--- config.mk ---
export PLATFORM = sky130hd
export DESIGN_NAME = voice_allocator
export DESIGN_NICKNAME = d
export VERILOG_FILES = /design/src/rtl/voice_alloc_pkg.sv /design/src/rtl/voice_select.sv /design/src/rtl/voice_allocator.sv
export SDC_FILE = /design/constraint.sdc
export NUM_CORES = 1
export LEC_CHECK = 0
export ABC_AREA = 1
export CAP_MARGIN = 20
export CORE_MARGIN = 2
export CORE_UTILIZATION = 40
export DETAILED_ROUTE_END_ITERATION = 8
export PLACE_DENSITY = 0.72
export SYNTH_ARGS = -nofsm -noshare
export SYNTH_HDL_FRONTEND = slang
export SYNTH_SLANG_ARGS = --single-unit
--- constraint.sdc ---
create_clock -name clk -period 8.2 [get_ports clk]
set_input_delay 0.82 -clock clk [delete_from_list [all_inputs] [get_ports clk]]
set_output_delay 0.82 -clock clk [all_outputs]
set_load 0.01 [all_outputs]
--- src/rtl/voice_alloc_pkg.sv ---
// rtl/voice_alloc_pkg.sv - shared types and constants for the voice allocator
//
// Purpose: FSM state encoding, the rest-note code and default bus widths used
//          by voice_allocator and voice_select.
// Ports:   none (package).

package voice_alloc_pkg;

   typedef enum logic [1:0] {
      IDLE = 2'd0,
      LOAD = 2'd1,
      HOLD = 2'd2
   } state_e;

   localparam int REST_NOTE  = 0;
   localparam int DEF_NOTE_W = 6;
   localparam int DEF_DUR_W  = 6;

endpackage

--- src/rtl/voice_select.sv ---
// rtl/voice_select.sv - combinational free-voice and oldest-voice finder
//
// Purpose: From the per-voice busy flags and age ranks, report whether any
//          voice is free, the lowest-index free voice, and the busy voice with
//          the highest rank (ties to the lowest index).
// Ports:
//   busy        in   per-voice busy flags
//   rank        in   per-voice age rank (higher = loaded longer ago)
//   free_found  out  at least one voice is free
//   free_idx    out  lowest-index free voice
//   oldest_idx  out  busy voice with maximum rank

module voice_select #(
   parameter int NUM_VOICES = 3,
   parameter int IDX_W      = $clog2(NUM_VOICES)
) (
   input  logic [NUM_VOICES-1:0]            busy,
   input  logic [NUM_VOICES-1:0][IDX_W-1:0] rank,
   output logic                             free_found,
   output logic [IDX_W-1:0]                 free_idx,
   output logic [IDX_W-1:0]                 oldest_idx
);

   logic [IDX_W-1:0] best_rank;
   logic             have_busy;

   always_comb begin
      free_found = 1'b0;
      free_idx   = '0;
      // Walk downwards so the last hit is the lowest index.
      for (int v = NUM_VOICES - 1; v >= 0; v--) begin
         if (!busy[v]) begin
            free_found = 1'b1;
            free_idx   = IDX_W'(v);
         end
      end
   end

   always_comb begin
      oldest_idx = '0;
      best_rank  = '0;
      have_busy  = 1'b0;
      // Strict compare keeps the lowest index on equal ranks.
      for (int v = 0; v < NUM_VOICES; v++) begin
         if (busy[v] && (!have_busy || rank[v] > best_rank)) begin
            have_busy  = 1'b1;
            best_rank  = rank[v];
            oldest_idx = IDX_W'(v);
         end
      end
   end

endmodule

--- src/rtl/voice_allocator.sv ---
// rtl/voice_allocator.sv - assigns incoming notes to a pool of note_player voices
//
// Purpose: Accepts note requests over a valid/ready handshake, picks a target
//          voice, and drives a one-cycle load pulse plus shared note/duration
//          buses. Tracks per-voice busy flags and age ranks.
// Option:  define VOICE_STEAL_EN to steal the oldest busy voice when none is
//          free; otherwise requests stall until a voice frees.
// Ports:
//   clk, reset    clock and synchronous active-high reset
//   play_enable   global play gate
//   note_valid    request offered        note_ready  request accepted
//   note_in       requested note (0 = rest)
//   duration_in   requested duration in beats
//   voice_done    per-voice done_with_note
//   load_voice    one-hot load pulse per voice
//   note_out      registered shared note bus
//   duration_out  registered shared duration bus
//   voice_busy    per-voice busy flags

module voice_allocator
   import voice_alloc_pkg::*;
#(
   parameter int NUM_VOICES = 3,
   parameter int NOTE_W     = DEF_NOTE_W,
   parameter int DUR_W      = DEF_DUR_W
) (
   input  logic                  clk,
   input  logic                  reset,
   input  logic                  play_enable,
   input  logic                  note_valid,
   output logic                  note_ready,
   input  logic [NOTE_W-1:0]     note_in,
   input  logic [DUR_W-1:0]      duration_in,
   input  logic [NUM_VOICES-1:0] voice_done,
   output logic [NUM_VOICES-1:0] load_voice,
   output logic [NOTE_W-1:0]     note_out,
   output logic [DUR_W-1:0]      duration_out,
   output logic [NUM_VOICES-1:0] voice_busy
);

   localparam int               IDX_W    = $clog2(NUM_VOICES);
   localparam logic [IDX_W-1:0] MAX_RANK = IDX_W'(NUM_VOICES - 1);

   state_e                          state_q, state_d;
   logic [NOTE_W-1:0]               note_q;
   logic [DUR_W-1:0]                dur_q;
   logic [IDX_W-1:0]                target_q;
   logic [NUM_VOICES-1:0]           busy_q, busy_d;
   logic [NUM_VOICES-1:0][IDX_W-1:0] rank_q, rank_d;

   logic             free_found;
   logic [IDX_W-1:0] free_idx, oldest_idx, target_sel, old_rank;
   logic             target_avail, xfer, load_note;

   voice_select #(
      .NUM_VOICES (NUM_VOICES),
      .IDX_W      (IDX_W)
   ) u_select (
      .busy       (busy_q),
      .rank       (rank_q),
      .free_found (free_found),
      .free_idx   (free_idx),
      .oldest_idx (oldest_idx)
   );

   // Without stealing, oldest_idx is only chosen when note_ready is low,
   // so it never reaches a transfer.
   assign target_sel = free_found ? free_idx : oldest_idx;

`ifdef VOICE_STEAL_EN
   assign target_avail = 1'b1;
`else
   assign target_avail = free_found;
`endif

   assign xfer      = note_valid && note_ready;
   assign load_note = xfer && (note_in != NOTE_W'(REST_NOTE));

   // State register
   always_ff @(posedge clk) begin
      if (reset) state_q <= IDLE;
      else       state_q <= state_d;
   end

   // Next-state logic
   always_comb begin
      state_d = state_q;
      case (state_q)
         IDLE:    if (load_note) state_d = LOAD;
         LOAD:    state_d = HOLD;
         HOLD:    state_d = IDLE;
         default: state_d = IDLE;
      endcase
   end

   // Output logic
   always_comb begin
      note_ready = !reset && (state_q == IDLE) && play_enable && target_avail;
      load_voice = '0;
      if (state_q == LOAD && !reset) begin
         for (int v = 0; v < NUM_VOICES; v++)
            if (target_q == IDX_W'(v)) load_voice[v] = 1'b1;
      end
   end

   // Busy and rank bookkeeping
   always_comb begin
      busy_d   = busy_q;
      rank_d   = rank_q;
      old_rank = '0;
      if (play_enable) begin
         for (int v = 0; v < NUM_VOICES; v++) begin
            // Done from the voice being loaded is stale until after HOLD.
            if (voice_done[v] && !(state_q != IDLE && target_q == IDX_W'(v)))
               busy_d[v] = 1'b0;
         end
      end
      if (load_note) begin
         // A free voice counts as older than every busy one, so all busy
         // voices age when it is taken.
         old_rank = busy_q[target_sel] ? rank_q[target_sel] : MAX_RANK;
         for (int v = 0; v < NUM_VOICES; v++) begin
            if (busy_q[v] && rank_q[v] < old_rank)
               rank_d[v] = rank_q[v] + 1'b1;
         end
         rank_d[target_sel] = '0;
         busy_d[target_sel] = 1'b1;
      end
   end

   always_ff @(posedge clk) begin
      if (reset) begin
         note_q   <= '0;
         dur_q    <= '0;
         target_q <= '0;
         busy_q   <= '0;
         rank_q   <= '0;
      end else begin
         busy_q <= busy_d;
         rank_q <= rank_d;
         if (load_note) begin
            note_q   <= note_in;
            dur_q    <= duration_in;
            target_q <= target_sel;
         end
      end
   end

   assign note_out     = note_q;
   assign duration_out = dur_q;
   assign voice_busy   = busy_q;

endmodule

-- After elaboration in Yosys (flattened, before gate mapping)
Cells that the tools add are included.
- output and inout bits: 19
- word-level logic and storage cells: 94
- bits in registers: 25
- input port bits: 19
- $lt $le $gt $ge: 7
- eq/ne operators: 4
- add/subtract/negate cells: 3
- multiplexer cells: 39
- reductions and logical operators: 30
- bitwise gates (word level): 3
- operators by type and width (kind ; number):
    2-bit two-way mux ; 17
    1-bit logical AND ; 18
    1-bit two-way mux ; 14
    3-bit two-way mux ; 3
    2-bit by 1-bit adder with 2-bit output (second input constant) ; 3
    6-bit bitwise AND ; 1
    1-bit logical NOT ; 6
    2-bit less-than comparator ; 3
    6-bit inverter ; 1
    6-bit nonzero test ; 1
    2-bit binary-select mux with 2-bit select ; 1
    2-bit demux with 2-bit select ; 1
    2-bit by 1-bit == test with 1-bit output (second input constant) ; 2
    2-bit greater-than comparator ; 2
    2-bit logical NOT ; 2
    2-bit case mux with 2 select lines ; 1
    2-bit by 3-bit less-than comparator with 1-bit output (second input constant) ; 1
    3-bit bitwise OR ; 1
    1-bit binary-select mux with 2-bit select ; 1
    1-bit demux with 2-bit select ; 1
    2-bit == test (second input constant) ; 1
    2-bit by 1-bit greater-or-equal comparator with 1-bit output (second input constant) ; 1
    1-bit logical OR ; 2
    2-bit != test (second input constant) ; 1
    2-bit nonzero test ; 1

-- Depth between registers and ports, before layout
- depth in word-level cells: 18
- depth in mapped cells: 25

-- Hierarchy
From an unflattened synthesis, not the netlist that was laid out.
- cells, all modules: 228
- area, all modules: 1441.4 um^2
- modules (own cells, without submodules) (module ; times used ; area an instance (um^2) ; cells an instance ; sequential area each (um^2)):
    voice_allocator ; 1 ; 1241.2 ; 190 ; 500.5
    voice_select ; 1 ; 200.2 ; 38 ; 0.0

-- Least setup slack after synthesis
No wires, ideal clock.
- path type: flip-flop to flip-flop
- start point: register busy_q[0] (netlist: voice_busy[0])
- end point: register rank_q[0] in the netlist's numbering
- library setup time: 0.115 ns
- buffers on the path: 0
- required time: 8.085 ns
- slack: 5.457 ns
- clock period less this slack: 2.743 ns
- arrival time: 2.628 ns
- stages on the path, launching flop included: 22
- cell sequence: dfxtp_1 nand2_1 ha_1 nand2_1 inv_1 a21oi_2 o21ai_0 nand2_1 o21ai_0 ha_1 nand2_1 nand2_1 nand2_1 nand2_1 nand2_1 nor2_1 a21oi_1 nand4_1 nand2_1 nand3_1 nand2_1 nor2_1
- longest elaborated chain between the ends: 18
- elaborated cells between the ends (all ways): 36
- those cells by class: 5 x order compare; 18 x mux; 2 x bitwise; 11 x reduce/logical
- ends and longest elaborated chain (item ; line ; RTL):
    start: declaration ; voice_allocator.sv:48 ; logic [NUM_VOICES-1:0] busy_q, busy_d;
    start signal: assignment ; voice_allocator.sv:139 ; busy_q <= busy_d;
    2-bit two-way mux or 1-bit two-way mux (tied branches) ; voice_select.sv:45 ; if (busy[v] && (!have_busy || rank[v] > best_rank)) begin
    2-bit greater-than comparator or 1-bit logical NOT (tied branches) ; voice_select.sv:45 ;
    1-bit logical OR ; voice_select.sv:45 ;
    1-bit logical AND ; voice_select.sv:45 ;
    2-bit two-way mux or 1-bit two-way mux (tied branches) ; voice_select.sv:45 ;
    2-bit greater-than comparator or 1-bit logical NOT (tied branches) ; voice_select.sv:45 ;
    1-bit logical OR ; voice_select.sv:45 ;
    1-bit logical AND ; voice_select.sv:45 ;
    (+2 left out) ; n/a ;
    2-bit binary-select mux with 2-bit select or 1-bit binary-select mux with 2-bit select (tied branches) ; voice_allocator.sv:121 ; old_rank = busy_q[target_sel] ? rank_q[target_sel] : MAX_RANK;
    2-bit two-way mux (not written as such) or 1-bit two-way mux (tied branches) ; voice_allocator.sv:121 ;
    2-bit two-way mux ; voice_allocator.sv:121 ;
    2-bit less-than comparator ; voice_allocator.sv:123 ; if (busy_q[v] && rank_q[v] < old_rank)
    1-bit logical AND ; voice_allocator.sv:123 ;
    2-bit two-way mux ; voice_allocator.sv:123 ;
    2-bit two-way mux ; voice_allocator.sv:118 ; if (load_note) begin
    6-bit bitwise AND (no line) ; n/a ;
    end signal: assignment ; voice_allocator.sv:140 ; rank_q <= rank_d;
    end: declaration ; voice_allocator.sv:49 ; logic [NUM_VOICES-1:0][IDX_W-1:0] rank_q, rank_d;
Several ways; a longest one is shown, not always the timed one. The select of a mux whose other input is x is not followed.
A chain may end at the register's enable or synchronous reset.

-- Final worst setup path
- start point: input reset
- end point: output note_ready
- longest elaborated chain between the ends: 4
- ends and longest elaborated chain (item ; line ; RTL):
    start: declaration ; voice_allocator.sv:28 ; input logic reset,
    1-bit logical NOT ; voice_allocator.sv:98 ; note_ready = !reset && (state_q == IDLE) && play_enable && target_avail;
    1-bit logical AND (3 in a row) ; voice_allocator.sv:98 ;
    end: declaration ; voice_allocator.sv:31 ; output logic note_ready,
No other way between the ends.

==> results.yml <==
status:
  status: "finished clean"
grt:
  grt-ovfl-total: 0
  grt_pass1_wl_um: 4600
  grt_max_degree: 23
  grt_use_met3: 0.0213
  gr-usage-met1: 0.226
  grt-busiest-layer: "met2"
  use_met2: 0.264
  antenna_found_initial: 0
  grt_pass1_vias: 1092
  grt_usage: 0.161
timing:
  rsz0062_at_grt: "false"
  finClkSkew_ns: 0.0101
  finalSetupViolations: 0
  drv_slew: 0
  final.period_utilization: 0.425
  worst_hold_slack_ns: 0.442
  maxSlewHeadroom: 0.712
  tns_ns: 0
  finalWorstPathRequiredPeriod_ns: 3.48
  tightestPinTransition_ns: 0.431
  hold_viol_final: 0
  fmax_ghz: 0.287
yosys:
  yosysMostFrequentCell: "nand2_1"
  synth_top_area_cell: "dfxtp_1"
  syn_area_um2: 1290
  synth.area.top_cells: "dfxtp_1 (39%), nand2_1 (11%), nor2_1 (9.9%)"
  yosys.area.top_type_share: 0.389
  syn_inst: 194
  synthTopCellsByCount: "nand2_1 (38), nor2_1 (34), inv_1 (32)"
  synth_seq_cells: 25
  ys_async_sr_fraction: 0
  avgSynthCellArea_um2: 6.63
  ys_seq_area_frac: 0.389
  syn_nets: 217
  yosysUniqueCellTypes: 19
  ys.warnings.count: 0
  ys.flop_type: "dfxtp_1"
  synth_edf_count: 0
final_layout:
  stdcell_count: 274
  drive_gt1_frac: 0.0522
  diodes: 0
  nets: 254
  syn2layout_area_growth_pct: 33.7
  fin_area_um2: 1720
die:
  fp.dieH_um: 60.7
  rows: 20
  die_area_um2: 3690
  die_x_um: 60.7
  io_pins: 38
  start_util: 0.421
  design.core.area_um2: 3050
place:
  dp_cells: 270
  hpwl_um: 2140
  io_buffers: 37
  placed_area_um2: 1690
  place.gp.congestion: 0.787
clocking:
  cts-root-buf: "clkbuf_4"
  clk_pin_slew_ns: 0.13
  cts_hold_buf: 0
  insertion_delay_ns: 0.31
  cts_resized: 0
  htree_levels: 1
  clock-sinks: 25
  clockBufferDepth: 2
  numCtsBuffers: 3
  post-cts-setup-buffer-count: 0
  cts_tree: "yes"
critical_path:
  cp.required_ns: 7.38
  r2r_setup_slack_ns: 5.12
  worstSetupEndpointType: "primary output"
  cp.arrival_ns: 2.66
  startpoint_type: "input pin"
  critical_path_class: "input pin to primary output"
  r2r_cells: 20
  crit_path_max_fanout: 12
run:
  drv_cap: 0
detailed_routing:
  drt_iter0_drc: 27
  drc: 0
  via_count: 1246
  wl_per_cell_um: 9.97
  dr.pass1.iters: 4
  viasPerCell: 4.55
  ant_nets: 0
  wl_um: 2730
min_path:
  hold-path-cell-count: 1
  worstHoldPathType: "flop to flop"
power_and_ir_drop:
  powerDensity_nw_per_um2: 125
  vdd_drop_max_mv: 0.0585
  power_uw: 214
  p_leak_uw: 0.000681
-- stage by stage --
step,worst slack [ns],utilization
2_1_floorplan,5.46,-
3_3_place_gp,4.78,0.553
3_5_place_dp,4.72,0.553
4_1_cts,4.71,0.563
5_1_grt,4.55,0.563
6_report,4.72,0.563
-- cells in the final DEF, fill, tap and decap left out, drive strengths merged --
cell type	count
nand2	41
clkdlybuf4s50	37
nor2	35
inv	32
dfxtp	25
o21ai	18
a21oi	14
nor3	9
nand3	6
nand4	4
ha	4
clkbuf	3
nor4	1
clkinvlp	1
-- cell families after synthesis --
| group | Yosys count | synth area share |
|---|---|---|
| flops | 25 | 0.389 |
| buf+inv | 37 | 0.111 |
| compound gates | 32 | 0.127 |
| simple gates | 96 | 0.334 |
| fa+ha+maj | 4 | 0.0389 |
-- state kept, by name (all words and copies together) (netlist names) --
register / count
duration_out: 6
voice_busy: 3
note_out: 6
state_q: 2
rank_q: 6
target_q: 2
-- where the power goes --
part / switching, µW / leakage [µW] / internal [µW]
Clock: 36.4 / 0.0000139 / 18.6
Combinational: 14.3 / 0.000464 / 17.8
Sequential: 2.18 / 0.000203 / 125
Total: 52.9 / 0.000681 / 161
-- area by class of cell --
type                       count  area (µm²)
fill                         337        1330
multi-input combinational    132         643
sequential                    25         500
timing repair buffer          37         370
inverter                      32         120
tap                           44        55.1
clock buffer                   3        22.5
clock inverter                 1        7.51
-- worst paths after layout --
| path | from | to |
|---|---|---|
| min | state_q[1] | state_q[1] |
| max reg2reg | voice_busy[0] | rank_q[0] |
| min reg2reg | state_q[1] | state_q[1] |
| max | reset | note_ready |
-- metal layers --
layer | routed length (µm) | share of wire
met1 | 1370 | 0.50
met2 | 1250 | 0.46
met3 | 94 | 0.034
met4 | 19 | 0.0070
met5 | 0 | 0
-- critical path, stage by stage --
cell	delay [ns]
clkdlybuf4s50_1	0.62
inv_1	0.30
nand2_1	0.10
nor3_2	0.24
clkdlybuf4s50_1	0.58
No activity file was read; power rests on OpenSTA's default activity.
